`src/rtl/contador_secuencia_param.sv`:
```
`default_nettype none
// ============================================================================
//  Module   : contador_secuencia_param
//  Purpose  : Programmable-terminal-count step counter with prescaler,
//             free-run/one-shot modes and clear/pause on enable loss.
//  Revision : 1.0 - initial release
// ============================================================================
module contador_secuencia_param #(
    parameter int WIDTH      = 7,
    parameter int TC_DEFAULT = 84,
    parameter int PRESCALE   = 1
) (
    input  logic             clk,
    input  logic             reset,
    input  logic             en_i,
    input  logic             oneshot_i,
    input  logic             hold_i,
    input  logic             start_i,
    input  logic             tc_wr_i,
    input  logic [WIDTH-1:0] tc_in_i,
    output logic [WIDTH-1:0] count_o,
    output logic             tick_o,
    output logic             wrap_o,
    output logic             done_o,
    output logic             busy_o
);

    localparam int             PW       = (PRESCALE > 1) ? $clog2(PRESCALE) : 1;
    localparam logic [PW-1:0]  PRE_LAST = PW'(PRESCALE - 1);
    localparam logic [WIDTH-1:0] TC_RST = WIDTH'(TC_DEFAULT);

    typedef enum logic [1:0] {
        S_IDLE  = 2'd0,
        S_RUN   = 2'd1,
        S_PAUSE = 2'd2,
        S_DONE  = 2'd3
    } state_t;

    state_t           state_q, state_d;
    logic [WIDTH-1:0] count_q, count_d;
    logic [WIDTH-1:0] tc_q, tc_d;
    logic [PW-1:0]    pre_q, pre_d;
    logic             tick_q, tick_d;
    logic             wrap_q, wrap_d;

    always_ff @(posedge clk or posedge reset) begin
        if (reset) begin
            state_q <= S_IDLE;
            count_q <= '0;
            tc_q    <= TC_RST;
            pre_q   <= '0;
            tick_q  <= 1'b0;
            wrap_q  <= 1'b0;
        end else begin
            state_q <= state_d;
            count_q <= count_d;
            tc_q    <= tc_d;
            pre_q   <= pre_d;
            tick_q  <= tick_d;
            wrap_q  <= wrap_d;
        end
    end

    always_comb begin
        state_d = state_q;
        count_d = count_q;
        tc_d    = tc_q;
        pre_d   = pre_q;
        tick_d  = 1'b0;
        wrap_d  = 1'b0;
        case (state_q)
            S_IDLE: begin
                count_d = '0;
                pre_d   = '0;
                // TC is only writable here so a run never sees it change
                if (tc_wr_i) begin
                    tc_d = tc_in_i;
                end
                if (en_i && (!oneshot_i || start_i)) begin
                    state_d = S_RUN;
                end
            end
            S_RUN: begin
                if (en_i) begin
                    if (pre_q == PRE_LAST) begin
                        pre_d  = '0;
                        tick_d = 1'b1;
                        if (count_q < tc_q) begin
                            count_d = count_q + 1'b1;
                        end else begin
                            count_d = '0;
                            wrap_d  = 1'b1;
                            if (oneshot_i) begin
                                state_d = S_DONE;
                            end
                        end
                    end else begin
                        pre_d = pre_q + 1'b1;
                    end
                end else if (hold_i) begin
                    state_d = S_PAUSE;
                end else begin
                    state_d = S_IDLE;
                    count_d = '0;
                    pre_d   = '0;
                end
            end
            S_PAUSE: begin
                if (en_i) begin
                    state_d = S_RUN;
                end else if (!hold_i) begin
                    state_d = S_IDLE;
                    count_d = '0;
                    pre_d   = '0;
                end
            end
            S_DONE: begin
                count_d = '0;
                pre_d   = '0;
                if (en_i && start_i) begin
                    state_d = S_RUN;
                end else if (!en_i) begin
                    state_d = S_IDLE;
                end
            end
            default: begin
                state_d = S_IDLE;
                count_d = '0;
                pre_d   = '0;
            end
        endcase
    end

    assign count_o = count_q;
    assign tick_o  = tick_q;
    assign wrap_o  = wrap_q;
    assign done_o  = (state_q == S_DONE);
    assign busy_o  = (state_q == S_RUN) || (state_q == S_PAUSE);

endmodule
`default_nettype wire

```
`config.mk`:
```
export PLATFORM = sky130hd
export DESIGN_NAME = contador_secuencia_param
export DESIGN_NICKNAME = d
export VERILOG_FILES = /design/src/rtl/contador_secuencia_param.sv
export SDC_FILE = /design/constraint.sdc
export NUM_CORES = 1
export LEC_CHECK = 0
export ABC_CLOCK_PERIOD_IN_PS = 2200
export CAP_MARGIN = 20
export CELL_PAD_IN_SITES_DETAIL_PLACEMENT = 2
export CELL_PAD_IN_SITES_GLOBAL_PLACEMENT = 2
export CORE_MARGIN = 2
export CORE_UTILIZATION = 25
export DETAILED_ROUTE_END_ITERATION = 16
export PLACE_DENSITY = 0.63
export SYNTH_ARGS = -nofsm -noshare
export SYNTH_HDL_FRONTEND = slang
export SYNTH_SLANG_ARGS = --single-unit
```
`constraint.sdc`:
```
create_clock -name clk -period 2.2 [get_ports clk]
set_input_delay 0.44 -clock clk [delete_from_list [all_inputs] [get_ports clk]]
set_output_delay 0.44 -clock clk [all_outputs]
set_load 0.03 [all_outputs]
```
== Word-level counts from Yosys, hierarchy flattened ==
Index checks and enable logic that the tools add are counted.
Word-level totals
  input port bits: 14
  output and inout port bits: 11
  register bits: 19
  word-level logic and storage cells: 58
Operators by class
  add/sub/neg operators: 2
  equal/unequal tests: 10
  reductions and logical operators: 10
  multiplexer cells: 29
  order comparisons: 1
Operators with widths (count)
  $mux 7: 5
  $pmux 7 s3: 1
  $mux 2: 10
  $ne 3x3->1 const B: 4
  $mux 1: 11
  $pmux 2 s4: 1
  $add 7x1->7 const B: 1
  $lt 7x7->1: 1
  $reduce_and 6->1: 1
  $eq 2x2->1 const B: 2
  $ne 2x2->1 const B: 2
  $reduce_and 2->1: 2
  $ne 3x2->1 const B: 1
  $pmux 1 s3: 1
  $eq 2x1->1 const B: 1
  $logic_and 1x1->1: 2
  $logic_not 2->1: 1
  $logic_or 1x1->1: 2
  $reduce_or 2->1: 1
  $add 1x1->1 const B: 1
  $logic_not 1->1: 1

== Depth between registers and ports, before layout ==
  word-level depth: 5
  depth in mapped cells: 8
  mapped depth without buffers: 7

== Least setup slack after synthesis ==
No wires, ideal clock.
  path kind: reg2reg
  from: reg count_q[4] (netlist: count_o[4])
  to: reg count_q[3] (netlist: count_o[3])
  arrival: 1.766 ns
  required time: 2.119 ns
  stages on the path, launching flop included: 7
  buffers on the path: 0
  library setup time: 0.081 ns
  period minus slack after synthesis: 1.847 ns
  path slack: 0.353 ns
  cells stage by stage: dfrtp_1 -> ha_1 -> a21oi_1 -> o21ai_2 -> a211oi_2 -> a31oi_1 -> a31oi_2
On the way
  longest elaborated chain between the ends: 5
RTL lines
  start, declared: RTL line 40  | logic [WIDTH-1:0] count_q, count_d;
  start signal, assigned: RTL line 56  | count_q <= count_d;
  $lt 7x7->1: RTL line 88  | if (count_q < tc_q) begin
  $mux 7: RTL line 88
  $mux 7: RTL line 85  | if (pre_q == PRE_LAST) begin
  $mux 7: RTL line 84  | if (en_i) begin
  $pmux 7 s3: RTL line 71  | case (state_q)
No other way between the ends. The select of a mux whose other input is x is not followed.
A chain may end at the register's enable or synchronous reset.

== Worst setup path in the final report ==
  from: reg state_q[0]
  to: out done_o
On the way
  longest elaborated chain between the ends: 1
RTL lines
  start, declared: RTL line 39  | state_t state_q, state_d;
  start signal, assigned: RTL line 55  | state_q <= state_d;
  $eq 2x2->1: RTL line 137  | assign done_o = (state_q == S_DONE);
  end, declared: RTL line 24  | output logic done_o,
No other way between the ends.

==> run summary <==
The run finished with clean final reports. Entering global routing, the biggest net connects 16 pins. The number of enable-type register cells in the synthesized netlist is 0. After synthesis, the cell types taking the most area are dfrtp_1 (32%), ha_1 (12%), dfstp_2 (6.3%). Global routing consumed, over all layers together, 14.01% of the routing resources. The share of Yosys cell area claimed by the top area cell type is 32.19%. The worst register-to-register path begins at tc_q[6]. The routed layout has 1,110 vias. The wire length per cell came out at 15.35 µm. The antenna diode count is 0. The residual antenna-violating net count after detailed routing is 0. The first-pass GRT wire length is 5.906 mm. TritonCTS built the clock tree.

The buffer count from post-CTS setup fixing came out at 0. The detailed router's first-iteration violation count is 35. The total of buffers placed on input and output ports is 24. The post-synthesis cell type count is 35. The power density relative to cell area is 1003 nW/µm². The multi-input gate area in the final layout came out at 698.2 µm². The number of register bits inferred by synthesis is 19. For the worst flop-to-flop path, the logic depth is 7. The critical path is of the flip-flop to primary output type. From synthesis to final layout, the design area changed by 32.70%. The ratio of cells with drive above 1 in the final layout is 18.29%. The cell row count came out at 25. The count of filler cells inserted in the layout is 538. On the critical path, the stage with the largest delay is an instance of clkdlybuf4s50_1. Data on the critical path arrives at its endpoint at 1540 ps. In this run the most used layer during global routing was met2.

The fmax came out at 504.4 MHz. The leakage power figure is 0.7322 nW. STA classifies the critical path endpoint as a primary output. The register-to-register path setup slack came out at 250 ps. The slew of the pin with the lowest slew margin came out at 465.0 ps. The total number of yosys warnings is 0. The die is 74.53 µm tall. The H-tree depth reported by CTS is 1. Before antenna repair, the detailed router went through 4 iterations. For met3 alone, demand over resource in global routing was 3.388%.

Traced cell by cell, the critical path runs through ha_1 > clkdlybuf4s50_1. The number of pins exceeding their max-slew limit in the final report came to 0. The routed wire length came out at 3.545 mm. The number of design rule violations left after detail routing is 0. The total area inside the core boundary comes to 4755 µm². The final count of hold timing violations came out at 0. The effective utilization at floorplan came out at 26.16%. The clock insertion delay at the later pin of the skew report came out at 260 ps. Routability-driven placement finished with a final weighted congestion of 0.8004. The async set-reset flop share out of synthesis is 100.0%.

Following the worst setup path forward leads to its endpoint at done_o. The via count of the first global-routing pass was 1,185. The met2 layer usage reported by global route is 25.17%. STA classifies the critical path startpoint as a flip-flop. At the end of the flow, the number of nets in the layout was 191.

The worst clock skew on the final layout is 3.298 ps. The capture point of the worst reg-to-reg path is count_o[4]. The post-route setup TNS came out at 0 ps. The met1 routing resource usage after global routing is 16.96%. The number of buffers created by CTS came out at 3. The largest total area in the synthesized netlist belongs to dfrtp_1. In this design, the stage delay of the slowest critical-path cell is 680 ps. Counting every net in the synthesized netlist gives 158. The sequential cell area fraction in the yosys report came out at 38.53%. Dividing the synthesized area by the synthesized cell count gives 9.422 µm². In this run the clock root is driven by a clkbuf_8.

The relative slew slack came out at 69.00%. The shortest period the worst path allows came out at 1982 ps. The sequential cells in the finished layout cover a total of 479.2 µm². The initial antenna violation count is 0. The area of the die came out at 5555 µm². The x dimension of the die is 74.53 µm. The number of placed instances, taps included came out at 227. Clock-pin slew was measured on the worst setup and hold paths at 70 ps. The post-placement cell area is 1600 µm². The critical path starts at state_q[0]. The final clock period utilization by the worst path came out at 90.11%. No sink is reached through more buffers than the 2 on the longest clock path.

The clock sink count came out at 19. The critical path required time is 1760 ps. 25 I/O pins were placed.

The most used flip-flop cell after synthesis is dfrtp_1. The tool flagged a number of max-cap violations equal to 0. The post-synthesis instance area came out at 1244 µm². The estimated wirelength of the detail-placed design came out at 2.863 mm. The overall overflow remaining after global route came out at 0. The via density per instance came out at 4.805. The setup-violating endpoint count in the final report came out at 0. The gate count of the mapped netlist came out at 132. Setup repair after global routing left no endpoint under its margin. The number of standard cells in the final layout excluding fillers is 231. Across the VDD grid, the largest voltage drop is 499.0 µV.

After routing the design area is 1650 µm². The classification of the worst-slack hold path is input port to async pin. The maximum fanout count along the critical path is 3.
cells in the final DEF (no fill, tap or decap), drive strengths merged, types with 7 or more instances in the layout:
cell type / synthesis / routed
mux2: 7 / 7
nand2: 11 / 11
nor2: 10 / 10
a21oi: 15 / 15
ha: 12 / 12
clkdlybuf4s50: 0 / 23
a31oi: 7 / 7
dfrtp: 16 / 16
inv: 15 / 15
logic make-up after synthesis:
group	Yosys count	synth area share (%)
adders and majority gates	12	12.07
and+or+nand+nor	40	16.20
DFF	19	38.53
AOI/OAI and AO/OA	36	20.52
buffers and inverters	17	5.533
muxes	8	7.143
registers in the layout, indices dropped and copies added, names as in the netlist:
name and count:
pre_q 1, state_q 2, tc_q 7, wrap_o 1, tick_o 1, count_o 7
how the worst min path moves through the flow:
stage | startpoint | end | slack, ps | cells past startpoint
after floorplan | reset | count_o[0] | 390 | 1
after global placement | tc_q[0] | tc_q[0] | 490 | 1
after detailed placement | tc_q[3] | tc_q[3] | 500 | 1
after CTS | reset | tick_o | 380 | 2
after global routing | reset | wrap_o | 380 | 2
final | reset | tick_o | 380 | 2
cells in the mapped netlist, types with 3 or more instances:
master,n
dfrtp_1,16
inv_1,15
a21oi_1,14
ha_1,12
nand2_1,11
nor2_1,10
mux2_2,7
a31oi_1,5
a22oi_1,3
dfstp_2,3
nand3_1,3
o21ai_0,3
timing repair:
action	in CTS	in global routing
endpoints found under the setup margin	0	2
resized for setup	0	2
hold buffers	0	0
stage by stage:
step                      hold slack, ps  power (W)  utilization [%]  worst slack (ps)
final                              376.0   0.001655            34.71             217.6
after global routing               378.2   0.001806            34.71             30.91
after CTS                          382.2   0.001691            34.61             42.43
after detailed placement           498.6   0.001431            33.66             65.74
after global placement             486.3   0.001404            33.66             219.7
after floorplan                    388.9   0.001154                -             352.9
report_power, final:
| part | internal, W | switching [W] | leakage (nW) |
|---|---|---|---|
| sequential | 0.000468 | 0.0000620 | 0.242 |
| clock | 0.000129 | 0.000119 | 0.0228 |
| combinational | 0.000371 | 0.000506 | 0.468 |
area by class of cell:
| cell class | instances | area share [%] |
|---|---|---|
| Clock buffer | 4 | 2.729 |
| Inverter | 15 | 3.412 |
| Multi-Input combinational cell | 96 | 42.30 |
| Sequential cell | 19 | 29.04 |
| Tap cell | 67 | 5.080 |
| Timing Repair Buffer | 30 | 17.44 |
metal layers:
metal | share of wire (%) | vias up
li1 | - | 532
met1 | 43 | 553
met2 | 52 | 21
met3 | 3.5 | 4
met4 | 1.1 | 0
met5 | 0 | -
critical path: cells and delay by family, from the launching register on:
kind	cells	cell delay, ps
adder cells (fa/ha/maj)	1	220
buffers and inverters	1	680
flip-flops	1	390
(Power assumes the default switching activity.)
